--- src/rtl/sync_fifo_param.sv ---
// Parametrised single-clock FIFO: dual-port RAM array, occupancy count,
// full/empty/almost flags, sticky overflow/underflow and a registered read port.
module sync_fifo_param #(
  parameter int unsigned DATA_W   = 8,
  parameter int unsigned ADDR_W   = 4,
  parameter int unsigned AF_LEVEL = 14,
  parameter int unsigned AE_LEVEL = 2
) (
  input  logic              clk,
  input  logic              reset_p,
  input  logic              wr_en,
  input  logic [DATA_W-1:0] wr_data,
  input  logic              rd_en,
  input  logic              clr_err,
  output logic [DATA_W-1:0] rd_data,
  output logic              rd_valid,
  output logic              full,
  output logic              empty,
  output logic              almost_full,
  output logic              almost_empty,
  output logic [ADDR_W:0]   count,
  output logic              overflow,
  output logic              underflow
);

  localparam int unsigned DEPTH = 32'(1) << ADDR_W;
  localparam int unsigned CNT_W = ADDR_W + 1;

  logic [DATA_W-1:0] ram_q [DEPTH];

  logic [ADDR_W-1:0] wr_ptr_q, wr_ptr_d;
  logic [ADDR_W-1:0] rd_ptr_q, rd_ptr_d;
  logic [CNT_W-1:0]  count_q, count_d;
  logic [DATA_W-1:0] rd_data_q, rd_data_d;
  logic              rd_valid_q, rd_valid_d;
  logic              overflow_q, overflow_d;
  logic              underflow_q, underflow_d;
  logic              rd_acc, wr_acc;

  // Flags decode the registered count; the pointers never disambiguate full/empty.
  assign full         = (count_q == CNT_W'(DEPTH));
  assign empty        = (count_q == '0);
  assign almost_full  = (count_q >= CNT_W'(AF_LEVEL));
  assign almost_empty = (count_q <= CNT_W'(AE_LEVEL));

  assign rd_data   = rd_data_q;
  assign rd_valid  = rd_valid_q;
  assign count     = count_q;
  assign overflow  = overflow_q;
  assign underflow = underflow_q;

  // Accept decisions, pointer/count update and error flag next-state.
  always_comb begin
    wr_ptr_d    = wr_ptr_q;
    rd_ptr_d    = rd_ptr_q;
    count_d     = count_q;
    rd_data_d   = rd_data_q;
    rd_valid_d  = 1'b0;
    overflow_d  = clr_err ? 1'b0 : overflow_q;
    underflow_d = clr_err ? 1'b0 : underflow_q;

    rd_acc = rd_en & ~empty;
    wr_acc = wr_en & (~full | rd_acc);

    if (wr_acc) begin
      wr_ptr_d = wr_ptr_q + ADDR_W'(1);
    end
    if (rd_acc) begin
      rd_ptr_d   = rd_ptr_q + ADDR_W'(1);
      rd_data_d  = ram_q[rd_ptr_q];
      rd_valid_d = 1'b1;
    end

    case ({wr_acc, rd_acc})
      2'b10:   count_d = count_q + CNT_W'(1);
      2'b01:   count_d = count_q - CNT_W'(1);
      default: count_d = count_q;
    endcase

    // A fresh error outranks a same-cycle clear.
    if (wr_en & ~wr_acc) overflow_d  = 1'b1;
    if (rd_en & ~rd_acc) underflow_d = 1'b1;
  end

  // Storage array is deliberately left out of reset.
  always_ff @(posedge clk) begin
    if (wr_acc) begin
      ram_q[wr_ptr_q] <= wr_data;
    end
  end

  always_ff @(posedge clk or posedge reset_p) begin
    if (reset_p) begin
      wr_ptr_q    <= '0;
      rd_ptr_q    <= '0;
      count_q     <= '0;
      rd_data_q   <= '0;
      rd_valid_q  <= 1'b0;
      overflow_q  <= 1'b0;
      underflow_q <= 1'b0;
    end else begin
      wr_ptr_q    <= wr_ptr_d;
      rd_ptr_q    <= rd_ptr_d;
      count_q     <= count_d;
      rd_data_q   <= rd_data_d;
      rd_valid_q  <= rd_valid_d;
      overflow_q  <= overflow_d;
      underflow_q <= underflow_d;
    end
  end

endmodule

--- config.mk ---
export PLATFORM = sky130hd
export DESIGN_NAME = sync_fifo_param
export DESIGN_NICKNAME = d
export VERILOG_FILES = /design/src/rtl/sync_fifo_param.sv
export SDC_FILE = /design/constraint.sdc
export NUM_CORES = 1
export LEC_CHECK = 0
export BUFFER_PORTS_ARGS = -buffer_cell sky130_fd_sc_hd__buf_2
export CORE_MARGIN = 2
export CORE_UTILIZATION = 50
export DETAILED_ROUTE_END_ITERATION = 8
export PLACE_DENSITY = 0.65
export SYNTH_ARGS = -nofsm -noshare
export SYNTH_HDL_FRONTEND = slang
export SYNTH_SLANG_ARGS = --single-unit
--- constraint.sdc ---
create_clock -name clk -period 5.5 [get_ports clk]
set_input_delay 0.275 -clock clk [delete_from_list [all_inputs] [get_ports clk]]
set_output_delay 0.275 -clock clk [all_outputs]
set_load 0.05 [all_outputs]
# Yosys cells after proc, flatten, opt, wreduce, memory -nomap -nowiden

Memory sizes are Yosys's and may differ from the RTL's. A register that Yosys moved wholly into a read port is not among the register bits.
Index checks and enable logic that the tools add are counted.

Bits in registers: 16
Latch bits: 0
Bits in writable memories: 128
Memory bits (read-only): 0
Input bits: 13
Output and inout port bits: 20
Word-level logic and storage cells: 36
Memories: 1

Memories:

| name  | words | width | read ports | clocked after Yosys merged registers in | write ports | RTL line | text |
|---|---|---|---|---|---|---|---|
| ram_q | 16    | 8     | 1          | 1                                       | 1           | 29       | `logic [DATA_W-1:0] ram_q [DEPTH];` |

Add/subtract/negate cells: 4
Multiply operators: 0
Divide/modulo/power cells: 0
Magnitude comparators: 2
Eq/ne operators: 3
Shifts and indexed selects: 0
Mux-type cells: 7
Bitwise logic cells: 9
Reductions and logical operators: 4

Operators with widths:

| cell                | count |
|---|---|
| $pmux 5 s2          | 1 |
| $add 4x1->4 const B | 2 |
| $mux 1              | 6 |
| $reduce_bool 2->1   | 3 |
| $add 5x1->5 const B | 1 |
| $eq 5x5->1 const B  | 1 |
| $ge 5x4->1 const B  | 1 |
| $le 5x2->1 const B  | 1 |
| $logic_not 5->1     | 1 |
| $sub 5x1->5 const B | 1 |
| $and 1x1->1         | 4 |
| $not 1->1           | 4 |
| $eq 2x1->1 const B  | 1 |
| $eq 2x2->1 const B  | 1 |
| $or 1x1->1          | 1 |

# Logic depth before layout (Yosys ltp)

Depth in word-level cells: 8
Mapped depth: 8
Gate-level depth less buffers: 8

# Worst setup path after synthesis

No wires, ideal clock.

Kind: flip-flop to output port
Start point: register count_q[0], in the netlist count[0]
End point: output port almost_empty
Arrival: 3.190 ns
Data required time: 5.225 ns
Slack: 2.035 ns
Stages on the path, launching flop included: 2
Buffers on the path: 0
Cell sequence: dfrtp_1 -> a2111oi_0

Longest elaborated chain between the ends: 1

Ends and longest elaborated chain:

| item                   | RTL line | text |
|---|---|---|
| from (decl)            | 33       | `logic [CNT_W-1:0] count_q, count_d;` |
| from (signal assigned) | 104      | `count_q <= count_d;` |
| $le 5x2->1             | 44       | `assign almost_empty = (count_q <= CNT_W'(AE_LEVEL));` |
| to (decl)              | 20       | `output logic almost_empty,` |

No other way between the ends.

# Final worst setup path

Start point: register count_q[1], in the netlist count[1]
End point: register count_q[4], in the netlist count[4]

Longest elaborated chain between the ends: 7
Elaborated cells between the ends (all ways): 13
Those cells by class: 2 x add/sub; 3 x eq/ne; 1 x mux; 5 x bitwise; 2 x reduce/logical

Ends and longest elaborated chain:

| item                                            | RTL line | text |
|---|---|---|
| $logic_not 5->1                                 | 42       | `assign empty = (count_q == '0);` |
| $not 1->1                                       | 62       | `rd_acc = rd_en & ~empty;` |
| $and 1x1->1                                     | 62       |  |
| $or 1x1->1                                      | 63       | `wr_acc = wr_en & (~full \| rd_acc);` |
| $and 1x1->1                                     | 63       |  |
| $eq 2x1->1 or $eq 2x2->1 (tied branches)        | 74       | `case ({wr_acc, rd_acc})` |
| $pmux 5 s2 or $reduce_bool 2->1 (tied branches) | -        |  |

Several ways; a longest one is shown, not always the timed one.
A chain may end at the register's enable or synchronous reset.

==> reports/qor.csv <==
stage,metric,value,unit
clocking,hold_buffers,0,
timing,skew,0.00699,ns
synthesis,synth_nets,362,
pwr,combPwrFrac,0.306,
clocking,numCtsBuffers,17,
global_routing,grt_util_all_layers,0.195,
global_routing,grt_pass1_wl,18300,um
pwr,p_per_area,556,nW/um2
setup_path,crit_path_start_kind,flop,
global_routing,grt_antenna_before_repair,0,
clocking,cts_tree,done,
timing,fin_setup_tns,0,ns
pwr,ir_drop,275,uV
timing,fin_crit,2.58,ns
timing,slew_headroom,0.305,
synthesis,synthCells,340,
final_layout,antenna_cells,0,
pwr,p_seq_frac,0.404,
route,ant_nets,0,
timing,max_slew.worst_pin.slew,1.04,ns
route,post-route-drc-count,0,
route,wirelength,11800,um
timing,rsz0062_at_grt,false,
final_layout,ff_latch_area,4450,um2
pwr,pwr-share-clk,0.290,
floorplan,dieArea,13300,um2
final_layout,synthToLayoutAreaGrowth,14.6,%
clocking,cts_resized,0,
synthesis,ys_ff_latch,152,
floorplan,row_count,40,
floorplan,core_area,12100,um2
timing,finalWorstSetupSlack,2.92,ns
clocking,clk_pin_slew,0.06,ns
final_layout,multiInputGateArea,1640,um2
route,post_drt_wl_per_cell,21.0,um
synthesis,synth.avg_cell_area,18.3,um2
timing,setup_viol,0,
worst_hold_path,hold_path_class,primary input to async pin,
global_routing,grt_max_degree,35,
synthesis,syn_area,6210,um2
setup_path,critPathArrivalTime,2.92,ns
outcome,outcome,completed,
route,vias,3182,
clocking,htree_levels,4,
flow_run,cap_violations,0,
synthesis,synth.distinct_cells,46,
timing,final_max_slew_viol_count,0,
synthesis,synth_edf_count,128,
floorplan,io-pin-count,33,
floorplan,fp.dieW,115,um
setup_path,path_max_fanout,8,
clocking,clockBufferDepth,2,
global_routing,overflow,0,
pwr,switching_share,0.334,
pwr,power.leakage,2.49,nW
synthesis,seq_area_frac_synth,0.716,
setup_path,worstSetupEndpointType,flop,
timing,maxClockFrequency,0.388,GHz
floorplan,start_util,0.515,
setup_path,critPathKind,flop to flop,
place,dp_hpwl,7190,um
synthesis,synthArstFlopShare,0.158,
final_layout,fillers,908,
place,gp_congestion,0.773,
global_routing,first_global_vias,3244,
floorplan,dieHeight,115,um
setup_path,worstPathRequired,5.84,ns
clocking,clk_latency,0.43,ns
clocking,cts_root_buf,clkbuf_16,
clocking,cts_setup_buffers,0,
place,place_ws,2.92,ns
clocking,cts.sinks,152,
route,viasPerCell,5.68,
timing,hold_viol,0,
route,dr.first_iter.drc_count,233,
synthesis,ys.warnings.count,0,
timing,post-route-period-util,0.469,
route,firstDrtPassIters,4,
pwr,p_sw,1.32,mW
final_layout,drive_gt1_frac,0.298,
final_layout,nets,401,
place,io_buffers,32,
synthesis,synth_ff_type,edfxtp_1,
pwr,p_int,2.63,mW
[per-layer routing]
| metal | wire [um] | up-vias | GRT usage | part of all wire |
|---|---|---|---|---|
| li1 | - | 1426 | - | - |
| met1 | 5240 | 1655 | 0.263 | 0.45 |
| met2 | 5770 | 78 | 0.303 | 0.49 |
| met3 | 531 | 23 | 0.0544 | 0.045 |
| met4 | 225 | 0 | 0.0819 | 0.019 |
| met5 | 0 | - | 0 | 0 |
[cell families (layout without fill, tap and decap cells)]
family	after synthesis	after routing	share of synthesized area
DFF	152	152	0.716
and+or+nand+nor	56	56	0.0490
muxes	48	48	0.136
AOI/OAI and AO/OA	40	40	0.0459
buffers and inverters	26	78	0.0214
adders and majority gates	9	9	0.0193
xor gates and xnor gates	9	9	0.0127
[flip-flops by register name, indices dropped and copies added, names as in the netlist]
signal / count
underflow: 1
wr_ptr_q: 4
count: 5
rd_valid: 1
rd_ptr_q: 4
overflow: 1
rd_data: 8
ram_q: 128
[power groups by stage]
stage | registers, mW | logic, mW | clock network, mW
global route | 1.62 | 1.31 | 1.21
global placement | 1.61 | 1.21 | 0
CTS | 1.60 | 1.23 | 1.16
finish | 1.60 | 1.21 | 1.15
floorplan | 1.71 | 0.850 | 0
detailed placement | 1.62 | 1.22 | 0
[cell usage in the layout (no fill, tap or decap), drive strengths merged, types with 2 or more instances in the layout]
cell and count:
nand2b 2, mux2i 10, o211ai 4, dfrtp 24
clkinvlp 4, nor2b 8, bufinv 3, a31oi 3
o22ai 6, nand2 9, nand3 6, clkbuf 17
inv 7, edfxtp 128, nor2 18, a211oi 7
a21o 3, mux4 28, buf 39, nand3b 2
nand4 2, ha 8, xor2 3, nor3 4
mux2 10, clkinv 8, a21oi 9, xnor2 6
[stage by stage]
stage / utilization / cell area (um2) / hold slack (ns) / power, mW / std cells
after global placement: 0.541 / 6530 / 0.478 / 2.82 / 528
after floorplan: - / 6210 / 0.290 / 2.56 / 340
after detailed placement: 0.541 / 6530 / 0.502 / 2.85 / 528
final: 0.590 / 7120 / 0.0630 / 3.95 / 560
after global routing: 0.590 / 7120 / 0.150 / 4.14 / 560
after CTS: 0.590 / 7120 / 0.0925 / 3.99 / 560
[worst max-delay path, stage by stage (launching register included)]
cell and delay [ns]:
dfrtp_1 0.46, or4_4 0.60, nor2_4 0.14, nor2_1 0.11, fa_1 0.41, a21o_1 0.18, a21o_1 0.21, a211o_1 0.30
o211ai_1 0.09
[worst paths after layout]
check	start	end	slack (ns)	cells past startpoint
max in group asynchronous	reset_p	rd_ptr_q[1]	4.79	2
setup / recovery	count[1]	count[4]	2.92	8
min in group clk	clr_err	overflow	0.16	3
setup reg to reg	count[1]	count[4]	2.92	8
hold / removal	reset_p	rd_ptr_q[2]	0.06	2
hold reg to reg	overflow	overflow	0.50	1
[synth_stat cells (3+ instances only)]
library cell	instances	share of area
clkbuf_1	6	0.0036
mux2i_1	10	0.016
o211ai_1	3	0.0036
xnor2_1	6	0.0085
buf_2	4	0.0032
nor3_1	4	0.0032
nand3_1	6	0.0048
nor2_1	17	0.010
nand2_1	8	0.0048
a21o_1	3	0.0036
ha_1	8	0.016
buf_4	4	0.0048
mux4_2	28	0.10
nor2b_1	8	0.0081
o22ai_1	6	0.0060
a211oi_1	7	0.0085
mux2_2	10	0.018
a31oi_1	3	0.0030
buf_1	3	0.0018
inv_1	7	0.0042
dfrtp_1	24	0.097
a21oi_1	9	0.0073
edfxtp_1	128	0.62
xor2_1	3	0.0042
[final cells by class]
type	instances	share of cell area
Multi-Input combinational cell	162	0.230
Inverter	7	0.00369
Sequential cell	152	0.625
Timing Repair Buffer	39	0.0299
Clock buffer	17	0.0598
Tap cell	168	0.0295
Clock inverter	15	0.0225
(Power assumes the default switching activity.)
